--- src/rtl/ula_arbiter.sv ---
// ula_arbiter: round-robin arbiter that shares one external ALU between two
// requesters. Each operation walks IDLE -> EXEC -> DONE -> IDLE, so there is at
// most one operation every three cycles.
//
// Handshake: a requester raises reqN and holds it, together with stable
// operands, until it is granted. Operands are copied into SrcA/SrcB/ULAControl
// on the grant edge, so later changes to aN/bN/ctlN do not affect that
// operation. ackN is a one-cycle pulse in DONE, and result/zero/err are valid
// from that cycle on. A req still high in the IDLE cycle after its ack counts
// as a new request. Dropping req during EXEC or DONE does not cancel the
// operation that is already running.
module ula_arbiter (
    input  logic       clk,
    input  logic       rst,
    input  logic       req0,
    input  logic       req1,
    input  logic [7:0] a0,
    input  logic [7:0] b0,
    input  logic [7:0] a1,
    input  logic [7:0] b1,
    input  logic [2:0] ctl0,
    input  logic [2:0] ctl1,
    output logic       ack0,
    output logic       ack1,
    output logic [7:0] result,
    output logic       zero,
    output logic       err,
    output logic       busy,
    output logic [7:0] SrcA,
    output logic [7:0] SrcB,
    output logic [2:0] ULAControl,
    input  logic [7:0] ULAResult,
    input  logic       Z,
    output logic [1:0] dbg_state
);

    typedef enum logic [1:0] {
        IDLE = 2'd0,
        EXEC = 2'd1,
        DONE = 2'd2
    } state_t;

    state_t state;
    state_t state_n;
    logic   ptr;    // requester that wins when both ask at once
    logic   gnt;    // requester that owns the operation in flight
    logic   pick;   // requester that would win a grant this cycle
    logic   load;   // grant strobe: copy the winner's operands
    logic   exec;   // capture strobe: latch the ALU outputs

    // If only one requester is asking, it wins. On a tie, the pointer decides.
    assign pick      = (req0 && req1) ? ptr : req1;
    assign busy      = (state != IDLE);
    assign dbg_state = state;

    // State register.
    always_ff @(posedge clk or posedge rst) begin
        if (rst) state <= IDLE;
        else     state <= state_n;
    end

    // Next-state logic and the grant/capture strobes.
    always_comb begin
        state_n = state;
        load    = 1'b0;
        exec    = 1'b0;
        case (state)
            IDLE: begin
                if (req0 || req1) begin
                    load    = 1'b1;
                    state_n = EXEC;
                end
            end
            EXEC: begin
                exec    = 1'b1;
                state_n = DONE;
            end
            DONE:    state_n = IDLE;
            default: state_n = IDLE;
        endcase
    end

    // Datapath: operand load on grant, result capture and ack generation.
    always_ff @(posedge clk or posedge rst) begin
        if (rst) begin
            ptr        <= 1'b0;
            gnt        <= 1'b0;
            ack0       <= 1'b0;
            ack1       <= 1'b0;
            result     <= 8'h00;
            zero       <= 1'b1;
            err        <= 1'b0;
            SrcA       <= 8'h00;
            SrcB       <= 8'h00;
            ULAControl <= 3'b000;
        end else begin
            ack0 <= 1'b0;
            ack1 <= 1'b0;
            if (load) begin
                gnt        <= pick;
                ptr        <= ~pick;
                SrcA       <= pick ? a1 : a0;
                SrcB       <= pick ? b1 : b0;
                ULAControl <= pick ? ctl1 : ctl0;
            end
            if (exec) begin
                result <= ULAResult;
                zero   <= Z;
                err    <= (ULAControl >= 3'b110);
                ack0   <= ~gnt;
                ack1   <= gnt;
            end
        end
    end

endmodule
--- config.mk ---
export PLATFORM = sky130hd
export DESIGN_NAME = ula_arbiter
export DESIGN_NICKNAME = d
export VERILOG_FILES = /design/src/rtl/ula_arbiter.sv
export SDC_FILE = /design/constraint.sdc
export NUM_CORES = 1
export LEC_CHECK = 0
export CORE_MARGIN = 2
export CORE_UTILIZATION = 30
export CTS_CLUSTER_SIZE = 8
export DETAILED_ROUTE_END_ITERATION = 12
export PLACE_DENSITY_LB_ADDON = 0.3
export SETUP_SLACK_MARGIN = 0.3
export SLEW_MARGIN = 20
export SYNTH_ARGS = -nofsm -noshare
export SYNTH_HDL_FRONTEND = slang
export SYNTH_SLANG_ARGS = --single-unit
--- constraint.sdc ---
create_clock -name clk -period 1.9 [get_ports clk]
set_input_delay 0.38 -clock clk [delete_from_list [all_inputs] [get_ports clk]]
set_output_delay 0.38 -clock clk [all_outputs]
set_load 0.03 [all_outputs]
Word-level counts from Yosys, hierarchy flattened. Index checks and enable logic that the tools add are counted.

$lt $le $gt $ge: 1. Equal/unequal tests: 2. Mux-type cells: 11. Bitwise logic cells: 2. Reductions and logical operators: 4.

Operators with widths (number): 8-bit two-way mux (2); 1-bit two-way mux (6); 2-bit one-hot mux with 2 select lines (1); 3-bit >= comparator (second input constant) (1); 3-bit two-way mux (1); 2-bit by 1-bit equality test with 1-bit output (second input constant) (1); 2-bit logical NOT (1); 2-bit two-way mux (1); 2-bit != test (second input constant) (1); 1-bit inverter (2); 2-bit nonzero test (1); 1-bit logical AND (1); 1-bit logical OR (1).

Register bits: 35. Input bits: 51. Output and inout bits: 34. Word-level logic and storage cells: 31.

Logic depth before layout (Yosys ltp).
Depth after elaboration: 3. Depth in mapped cells: 5. Gate-level depth less buffers: 3.

Worst setup path after synthesis. No wires, ideal clock.

Path type: register -> register. Start point: register state[1] (netlist: dbg_state[1]). End point: register result[0]. Setup time: 0.128 ns. Data arrival time: 1.258 ns. Data required time: 1.772 ns. Path slack: 0.514 ns. Cell stages (with the launch flop): 4. Path buffers: 1. Clock period less this slack: 1.386 ns. Cells stage by stage: dfrtp_1 > nand2b_4 > buf_2 > mux2_1.

Word-level cells in the longest chain between the ends: 2.

RTL lines: start: declaration (RTL line 43) `state_t state;`; start signal: assignment (RTL line 59) `else state <= state_n;`; 2-bit by 1-bit equality test with 1-bit output (RTL line 67) `case (state)`; 1-bit two-way mux (RTL line 67); end signal: assignment (RTL line 107) `result <= ULAResult;`; end: declaration (RTL line 25) `output logic [7:0] result,`.

Every way passes these cells. A chain may end at the register's enable or synchronous reset.

Final worst setup path.
Start point: register zero. End point: output zero.

RTL lines: start: declaration (RTL line 26) `output logic zero,`; start signal: assignment (RTL line 91) `zero <= 1'b1;`; start signal: assignment (RTL line 108) `zero <= Z;`.

No word-level cell between the ends.

==> run summary <==
The run finished with clean final reports. The standard cell area after detailed placement is around 0.0025 sq mm. The final setup skew is 0.003476 ns. The setup slack after placement is 0.1554 ns.

STA classifies the critical path startpoint as a flip-flop. The level count of the clock H-tree is 2. The utilization of the core after routing is approximately 50%. The startpoint identified for the worst register-to-register timing path is dbg_state[0].

The TritonCTS buffer count is 5. The area of the core region is between 0.005 and 0.006 sq mm. For this design, the slowest cell found on the critical path is dfstp_2. The number of primary I/O pins came out at 85. The maximum vdd drop is 0.8755 mV. The post-CTS repair timing setup buffer count came out at 0.

The die covers ~0.006 sq mm. The minimum period implied by the final worst setup slack is between 1.5 and 2 ns. The cell count after synthesis is 154. The hold path endpoint is ack0.

Of all flip-flops after synthesis, the portion carrying an async set or reset was 100.0%. The number of nets in the layout is slightly below 300. Before antenna repair, the detailed router went through 4 iterations. The number of failing setup endpoints in the final timing report came out at 0.

The synthesized netlist net count is between 200 and 250. The y dimension of the die is around 78 um. The fill cell total of the finished layout is 498. The post-route cell area came out at approximately 0.0026 sq mm.

The final-report max-slew violation count came out at 0. The total negative setup slack came out at 0 ns. The count of flip-flops with a built-in enable after synthesis is 0.

Along the worst hold path, the cell count comes to 1. The congestion estimate from routability-driven global placement came to approximately 0.76. The count of inserted antenna diode cells came out at 0.

The commonest cells after synthesis are dfrtp_1, a31oi_1, nand3_1, o21ai_0. The number of I/O port buffers is 84. The clock passes through at most 2 buffers. The tree built by TritonCTS fans out to 35 sinks. For the worst flop-to-flop path, the logic depth is 4. The total overflow left after global routing is 0.

The total area of multi-input combinational cells came out at ~630 sq um. The element type at the critical path end is an output pin. The power density over the cells came out at about 1700 mW/mm^2. For this run, the number of Yosys warnings is 0. The critical path start-end classification is reg2out. Entering global routing, the biggest net connects 24 pins.

Data on the critical path is required at its endpoint by between 1.5 and 2 ns. The sequential fraction of the synthesis area is between 50% and 60%. For this run, design rule violations remaining after detail routing come to 0.

The data arrival at the endpoint of the critical path is between 1 and 1.5 ns. The number of endpoints with negative hold slack in the final report came to 0. In the synthesized netlist the dominant register cell turns out to be dfrtp_1. The clock slew at the register clock pins of the worst setup and hold paths came out at roughly 0.070 ns. The maximum clock rate came out at roughly 650 MHz. Summed over its instances, the top area cell type makes up 51.83% of the synthesized netlist area.

In this run the clock root is driven by a clkbuf_8. The total detailed-routing wirelength came out at about 4600 um. The netlist area before placement is around 0.0016 sq mm. The routed wire length per instance is approximately 15 um. The number of library cell types mapped by synthesis came out at 25.

Counting both buffers and inverters, the worst setup path holds a total of 1. TritonCTS built the clock tree. The initial antenna violation count came out at 0.

Summed over all instances, the cell type with the most area after synthesis is dfrtp_1. The first global-routing pass estimated roughly 7800 um of wire. The largest single stage delay on the critical path is ~0.53 ns.

The average footprint of a synthesized cell is 10.66 sq um. Clock latency on the worst-skew pair, taken at its later pin, is 0.28 ns. Of all nets on the critical path, the largest fanout is 2. In this run the critical register-to-register path is captured at gnt. The slack of the worst reg-to-reg path came out at ~0.43 ns.

Walking the worst path, the cells encountered are clkdlybuf4s15_1. Across the run, the number of max-cap violations was 0. The site row count came out at 26. The area used by sequential logic in the layout came out at around 880 sq um.

Global routing used 16.19% of the available tracks across all layers. The share of the clock period used by the worst path after layout came out at between 80% and 90%. Ranked by total cell area, the synthesized netlist is headed by dfrtp_1, a31oi_1, mux2_1, nand3_1, o21ai_0. The floorplan step set the die width to between 70 and 80 um. The measured slew at the worst slew-check pin came out at around 0.53 ns. The post-route worst setup slack came out at around 0.35 ns.

The leakage power of the design came out at 1.083 nW. The hold slack came out at 0.4272 ns. The count of vias placed by the detailed router is approximately 1600. The count of nets left with antenna violations once routing finished came out at 0. In this run, post-CTS hold repair placed 0 buffers. In this run the most critical hold path is launched from gnt. The area added between synthesis and finish is 58.54%.

Summed over all nets, the half-perimeter wirelength after detailed placement is 3370 um. The via count of the first global-routing pass is between 1500 and 2000. The number of DRC markers after the initial detailed-route iteration is 62.

The most numerous cell in the Yosys netlist is dfrtp_1. Setup repair after global routing left no endpoint under its margin. Grouping stages by cell kind, the critical path spends the most delay in flip-flops. The via density per instance came out at approximately 5.0.

The total of flip-flops plus latches after synthesis came out at 35. The effective utilization at floorplan came out at a little under a third. Measured against its own limit, the worst slew margin works out to around 64%. The tightest min-delay check is of the reg2reg type.

In the final layout, the share of cells above drive strength 1 is 13.75%.
[cell type report]
type,instances,area share [%]
timing repair buffer,93,33.65
multi-input combinational,99,24.23
inverter,5,0.7212
clock buffer,5,2.644
clock inverter,3,1.683
tap,70,3.365
sequential,35,33.70
[stage by stage]
step                      cells  power [mW]
after floorplan             154       2.941
after global placement      302       3.913
after detailed placement    302       3.950
after CTS                   310       4.353
after global routing        310       4.594
final                       310       4.300
[timing repair]
action                     in CTS  in global routing
pin swaps                       0                  0
resized for setup              34                  3
setup endpoints to repair      34                  2
[logic make-up after synthesis]
family / after synthesis / share of synthesized area [%]
compound gates: 61 / 22.64
flops: 35 / 53.43
simple gates: 29 / 9.605
buf+inv: 20 / 8.155
mux: 9 / 6.174
[layer usage]
layer	track usage [%]	vias up	share of wire, %
met5	0	-	0
met4	6.667	0	2.3
met3	4.535	13	8.1
met2	26.29	79	47
met1	20.25	740	43
li1	-	725	-
[placed cells by master (no fill, tap or decap), types with 2 or more instances in the layout]
master	instances
o21ai_0	19
a21oi_1	10
clkdlybuf4s50_1	50
dfrtp_1	34
nand3_1	19
clkbuf_8	5
mux2_1	9
buf_4	8
a21oi_2	10
nor2_1	2
nand2_1	2
dlygate4sd2_1	32
inv_1	4
a31oi_1	20
[flip-flops by register name, summed over array words and instances, names as in the netlist, 2 cells and up]
signal	count
result	8
ULAControl	3
SrcB	8
dbg_state	2
SrcA	8
[worst max-delay path by stage]
stage / end / cells past startpoint / start
after global routing: zero / 1 / zero
final: zero / 1 / zero
after floorplan: result[0] / 3 / dbg_state[1]
after CTS: busy / 3 / dbg_state[0]
after detailed placement: SrcB[5] / 5 / req1
after global placement: SrcA[5] / 5 / req1
[power breakdown]
group / switching, mW / internal (mW) / leakage (nW)
combinational: 1.45 / 0.831 / 0.620
clock: 0.270 / 0.390 / 0.0581
sequential: 0.228 / 1.13 / 0.404
(Power assumes the default switching activity.)
==> RTL change 1 (config.mk and constraints unchanged) <==
Make the reset (`rst`) synchronous in 2 clocked blocks.
--- a/src/rtl/ula_arbiter.sv
+++ b/src/rtl/ula_arbiter.sv
@@ -54,7 +54,7 @@
     assign dbg_state = state;
 
     // State register.
-    always_ff @(posedge clk or posedge rst) begin
+    always_ff @(posedge clk) begin
         if (rst) state <= IDLE;
         else     state <= state_n;
     end
@@ -81,7 +81,7 @@
     end
 
     // Datapath: operand load on grant, result capture and ack generation.
-    always_ff @(posedge clk or posedge rst) begin
+    always_ff @(posedge clk) begin
         if (rst) begin
             ptr        <= 1'b0;
             gnt        <= 1'b0;
Check against the original RTL: differs if rst is asserted again (counterexample within 4 cycles, from zero or initial values and one cycle with rst high); with rst held inactive, the same outputs for 10 cycles.
==> RTL change 1 against the unedited design <==
Non-clock buffer count rose by 6; routed wire length down 0.67%; worst setup slack improved by 0.023 ns; design area rose by 0.24%; register-to-register slack better by 0.26 ns; synthesized area fell by 1.1%; sequential cell count unchanged; critical endpoint is now SrcA[6]$_SDFFE_PP0P_.
Power is not compared: it rests on default switching activity, and its combinational part moved more than twofold at a synthesized area within 25%.
==> RTL change 1: results (changes against the unedited design) <==
Clk_lat worst skew: 0.28 ns (about the same)
Worst EP arrival: 1.72 ns (was 1.17 ns)
Pin count of the biggest net entering global routing: 22 (was 24)
Syn Nets: 229 (was 205)
Sequential-to-total area share from yosys stat: 0.432 (was 0.534)
Cell variety after synth: 26 (was 25)
Metal-1 WL: 1.98 mm (was 1.97 mm)
Total GRT Usage: 0.161 (was 0.162)
DR WL met2: 2.15 mm (was 2.17 mm)
Met3 Routed Length: 410 um (was 373 um)
Fin nets: 317 (was 290)
M3 GR Usage: 0.0663 (was 0.0453)
Share of layout cells above drive strength 1: 0.180 (was 0.138)
Top post-synthesis cells by area: dfxtp_1 (43%), a21oi_1 (9.3%), a311oi_2 (9.3%) (was dfrtp_1 (52%), a31oi_1 (7.6%), mux2_1 (6.2%))
Fill count: 509 (was 498)
Status: finished clean (unchanged)
Pre-CTS setup slack: 0.0746 ns (was 0.155 ns)
Async S/R FF share, synth: 0 (was 1.00)
Avg Vias per Cell: 4.87 (was 5.02)
Starting DRT DRC Count: 51 (was 62)
Gpl congestion: 0.735 (was 0.761)
Final wirelength: 4.59 mm (was 4.62 mm)
Average wire per standard cell: 13.6 um (was 14.9 um)
Flop2flop setup slack: 0.69 ns (was 0.43 ns)
Detail Placement HPWL: 3.44 mm (was 3.37 mm)
Hold_ws: 0.452 ns (was 0.427 ns)
Compound-Gate Fraction of Synth Area: 0.318 (was 0.226)
Vias in the first global route: 1681 (was 1663)
M1 GR Usage: 0.184 (was 0.203)
Fraction of synthesized area in multiplexers: 0 (was 0.0617)
First-pass GRT wire length: 7.67 mm (was 7.82 mm)
Worst Path Max Fanout: 19 (was 2)
Fmax: 0.656 GHz (was 0.646 GHz)
==> RTL change 1: area by class of cell <==
class	count	area (sq um)	share of cell area
tap	70	87.6	0.0336
clock buffer	8	100	0.0384
multi-input combinational	123	793	0.304
inverter	2	7.51	0.00288
timing repair buffer	99	920	0.353
sequential	35	701	0.269
==> RTL change 1: worst max-delay path: stages <==
cell	delay [ns]
clkdlybuf4s50_1	0.49
buf_4	0.19
nor2_2	0.25
nor2_8	0.13
a311oi_1	0.27
==> RTL change 1: path summary, 6_finish.rpt <==
check,cells past startpoint,startpoint,endpoint
hold / removal,2,result[2]$_SDFFE_PP0N_,result[2]$_SDFFE_PP0N_
hold reg to reg,2,result[2]$_SDFFE_PP0N_,result[2]$_SDFFE_PP0N_
setup reg to reg,4,ptr$_SDFFE_PP0P_,SrcB[5]$_SDFFE_PP0P_
setup / recovery,5,req1,SrcA[6]$_SDFFE_PP0P_
==> RTL change 1: what timing repair did <==
item,in CTS,in global routing
setup endpoints to repair,34,1
cloned,0,0
resized for setup,34,2
==> RTL change 2 (config.mk and constraints unchanged) <==
Without the edit above. Put one more register stage on the output `err`, without a reset. The value now appears one clock later. The other outputs are not delayed to match. Comments in the files are not updated.
--- a/src/rtl/ula_arbiter.sv
+++ b/src/rtl/ula_arbiter.sv
@@ -39,6 +39,8 @@
         EXEC = 2'd1,
         DONE = 2'd2
     } state_t;
+
+    logic err_s0;
 
     state_t state;
     state_t state_n;
@@ -89,7 +91,7 @@
             ack1       <= 1'b0;
             result     <= 8'h00;
             zero       <= 1'b1;
-            err        <= 1'b0;
+            err_s0     <= 1'b0;
             SrcA       <= 8'h00;
             SrcB       <= 8'h00;
             ULAControl <= 3'b000;
@@ -106,11 +108,15 @@
             if (exec) begin
                 result <= ULAResult;
                 zero   <= Z;
-                err    <= (ULAControl >= 3'b110);
+                err_s0 <= (ULAControl >= 3'b110);
                 ack0   <= ~gnt;
                 ack1   <= gnt;
             end
         end
     end
 
+    always_ff @(posedge clk) begin
+        err <= err_s0;
+    end
+
 endmodule
Formal check against the unedited RTL: not equivalent (Yosys sat finds a counterexample within 4 cycles, from zero or initial values and one cycle with rst high).
==> RTL change 2 against the unedited design <==
Utilization shrank 1.9 points; worst setup slack lost 0.0044 ns; first-iteration DRC count shrank 18%; routed wire length shrank 2.5%; synthesized area grew 1.2%; via count shrank 1.8%; design area grew 0.62%; power grew 0.61%; sequential cell count grew 1; largest cell class unchanged; highest routed layer unchanged.
==> RTL change 2: results (changes against the unedited design) <==
Min-Delay Startpoint: err_s0$_DFFE_PP0N_ (was gnt$_DFFE_PP0P_)
Syn Nets: 206 (was 205)
Top post-synthesis cells by area: dfrtp_1 (51%), a31oi_1 (7.5%), mux2_1 (6.1%) (was dfrtp_1 (52%), a31oi_1 (7.6%), mux2_1 (6.2%))
Fin nets: 292 (was 290)
Average wire per standard cell: 14.3 um (was 14.9 um)
Max transition margin: 0.792 (was 0.643)
Share of layout cells above drive strength 1: 0.140 (was 0.138)
Vias in the first global route: 1502 (was 1663)
Slowest-stage cell, CP: dfstp_2 (unchanged)
Internal: 2.37 mW (was 2.35 mW)
Largest regs: SrcA (8), SrcB (8), result (8) (unchanged)
Cell variety after synth: 26 (was 25)
Avg Vias per Cell: 4.87 (was 5.02)
Total GRT Usage: 0.149 (was 0.162)
Final core utilization: 0.481 (was 0.500)
Dpl cell area: 2550 sq um (was 2530 sq um)
Starting DRT DRC Count: 51 (was 62)
Skew final: 0.00300 ns (was 0.00348 ns)
Final Cycle Share: 0.817 (was 0.815)
Drt pass-1 iters: 4 (unchanged)
Peak VDD IR: 0.679 mV (was 0.876 mV)
Async S/R FF share, synth: 0.972 (was 1.00)
Sequential Power: 1.39 mW
Pin count of the biggest net entering global routing: 23 (was 24)
Clk_lat worst skew: 0.28 ns (about the same)
FF-to-FF Start: dbg_state[1]$_DFFE_PP0P_ (was dbg_state[0]$_DFFE_PP0P_)
Detail Placement HPWL: 3.20 mm (was 3.37 mm)
N_diodes: 0 (unchanged)
Worst r2r path cells: 4 (unchanged)
Placed instance count: 306 (was 302)
Leakage: 1.09 nW (was 1.08 nW)
Pre-CTS setup slack: 0.189 ns (was 0.155 ns)
Sequential-to-total area share from yosys stat: 0.540 (was 0.534)
Status: finished clean (unchanged)
Avg Inst Size Synth: 10.7 sq um (about the same)
Final wirelength: 4.50 mm (was 4.62 mm)
Finish-stage setup viols: 0 (unchanged)
Fill count: 537 (was 498)
Initial antenna violation count: 0 (unchanged)
Reg2reg end: SrcB[3]$_DFFE_PP0P_ (was gnt$_DFFE_PP0P_)
Gpl congestion: 0.712 (was 0.761)
First-pass GRT wire length: 7.12 mm (was 7.82 mm)
Net switching power: 1.95 mW (about the same)
Setup TNS: 0 ns (unchanged)
Crit path capture: zero (unchanged)
## RTL change 2: cell types whose count changed after synthesis
| cell | delta |
|---|---|
| dfxtp_1 | +1 |
## RTL change 2: logic make-up after synthesis
logic type             count (synthesis)  synth area share
multiplexers                           9            0.0610
flip-flops                            36             0.540
buffers and inverters                 20            0.0806
AO/OA/AOI/OAI                         61             0.224
AND/OR/NAND/NOR                       29            0.0949
## RTL change 2: worst min-delay path by stage
stage | depth (start not counted) | slack, ns | end
2_1_floorplan | 0 | 0.35 | err$_DFF_P_
3_3_place_gp | 0 | 0.35 | err$_DFF_P_
3_5_place_dp | 0 | 0.36 | err$_DFF_P_
4_1_cts | 0 | 0.38 | err$_DFF_P_
5_1_grt | 0 | 0.40 | err$_DFF_P_
6_report | 0 | 0.37 | err$_DFF_P_
## RTL change 2: area by class of cell
| cell class | count | area (sq um) | area share |
|---|---|---|---|
| Multi-Input combinational cell | 99 | 631 | 0.241 |
| Clock buffer | 5 | 68.8 | 0.0263 |
| Clock inverter | 3 | 42.5 | 0.0162 |
| Inverter | 5 | 18.8 | 0.00717 |
| Sequential cell | 36 | 897 | 0.343 |
| Timing Repair Buffer | 94 | 871 | 0.333 |
| Tap cell | 72 | 90.1 | 0.0344 |
## RTL change 2: worst register-to-register path, cell delays in order (launching register included)
cell and delay, ns:
dfrtp_1 0.41, nor2_2 0.13, buf_4 0.30, and2_4 0.37, a31oi_1 0.13
## RTL change 2: metal layers
metal  track usage  vias to the layer above  wire (um)
met5             0                        -          0
met4        0.0561                        0         52
met3        0.0471                        6        272
met2         0.248                       53       2190
met1         0.180                      737       1990
li1              -                      733          -
## RTL change 2: timing repair
action,in CTS,in global routing
setup endpoints to repair,34,2
resized for setup,34,3
hold buffers,0,0
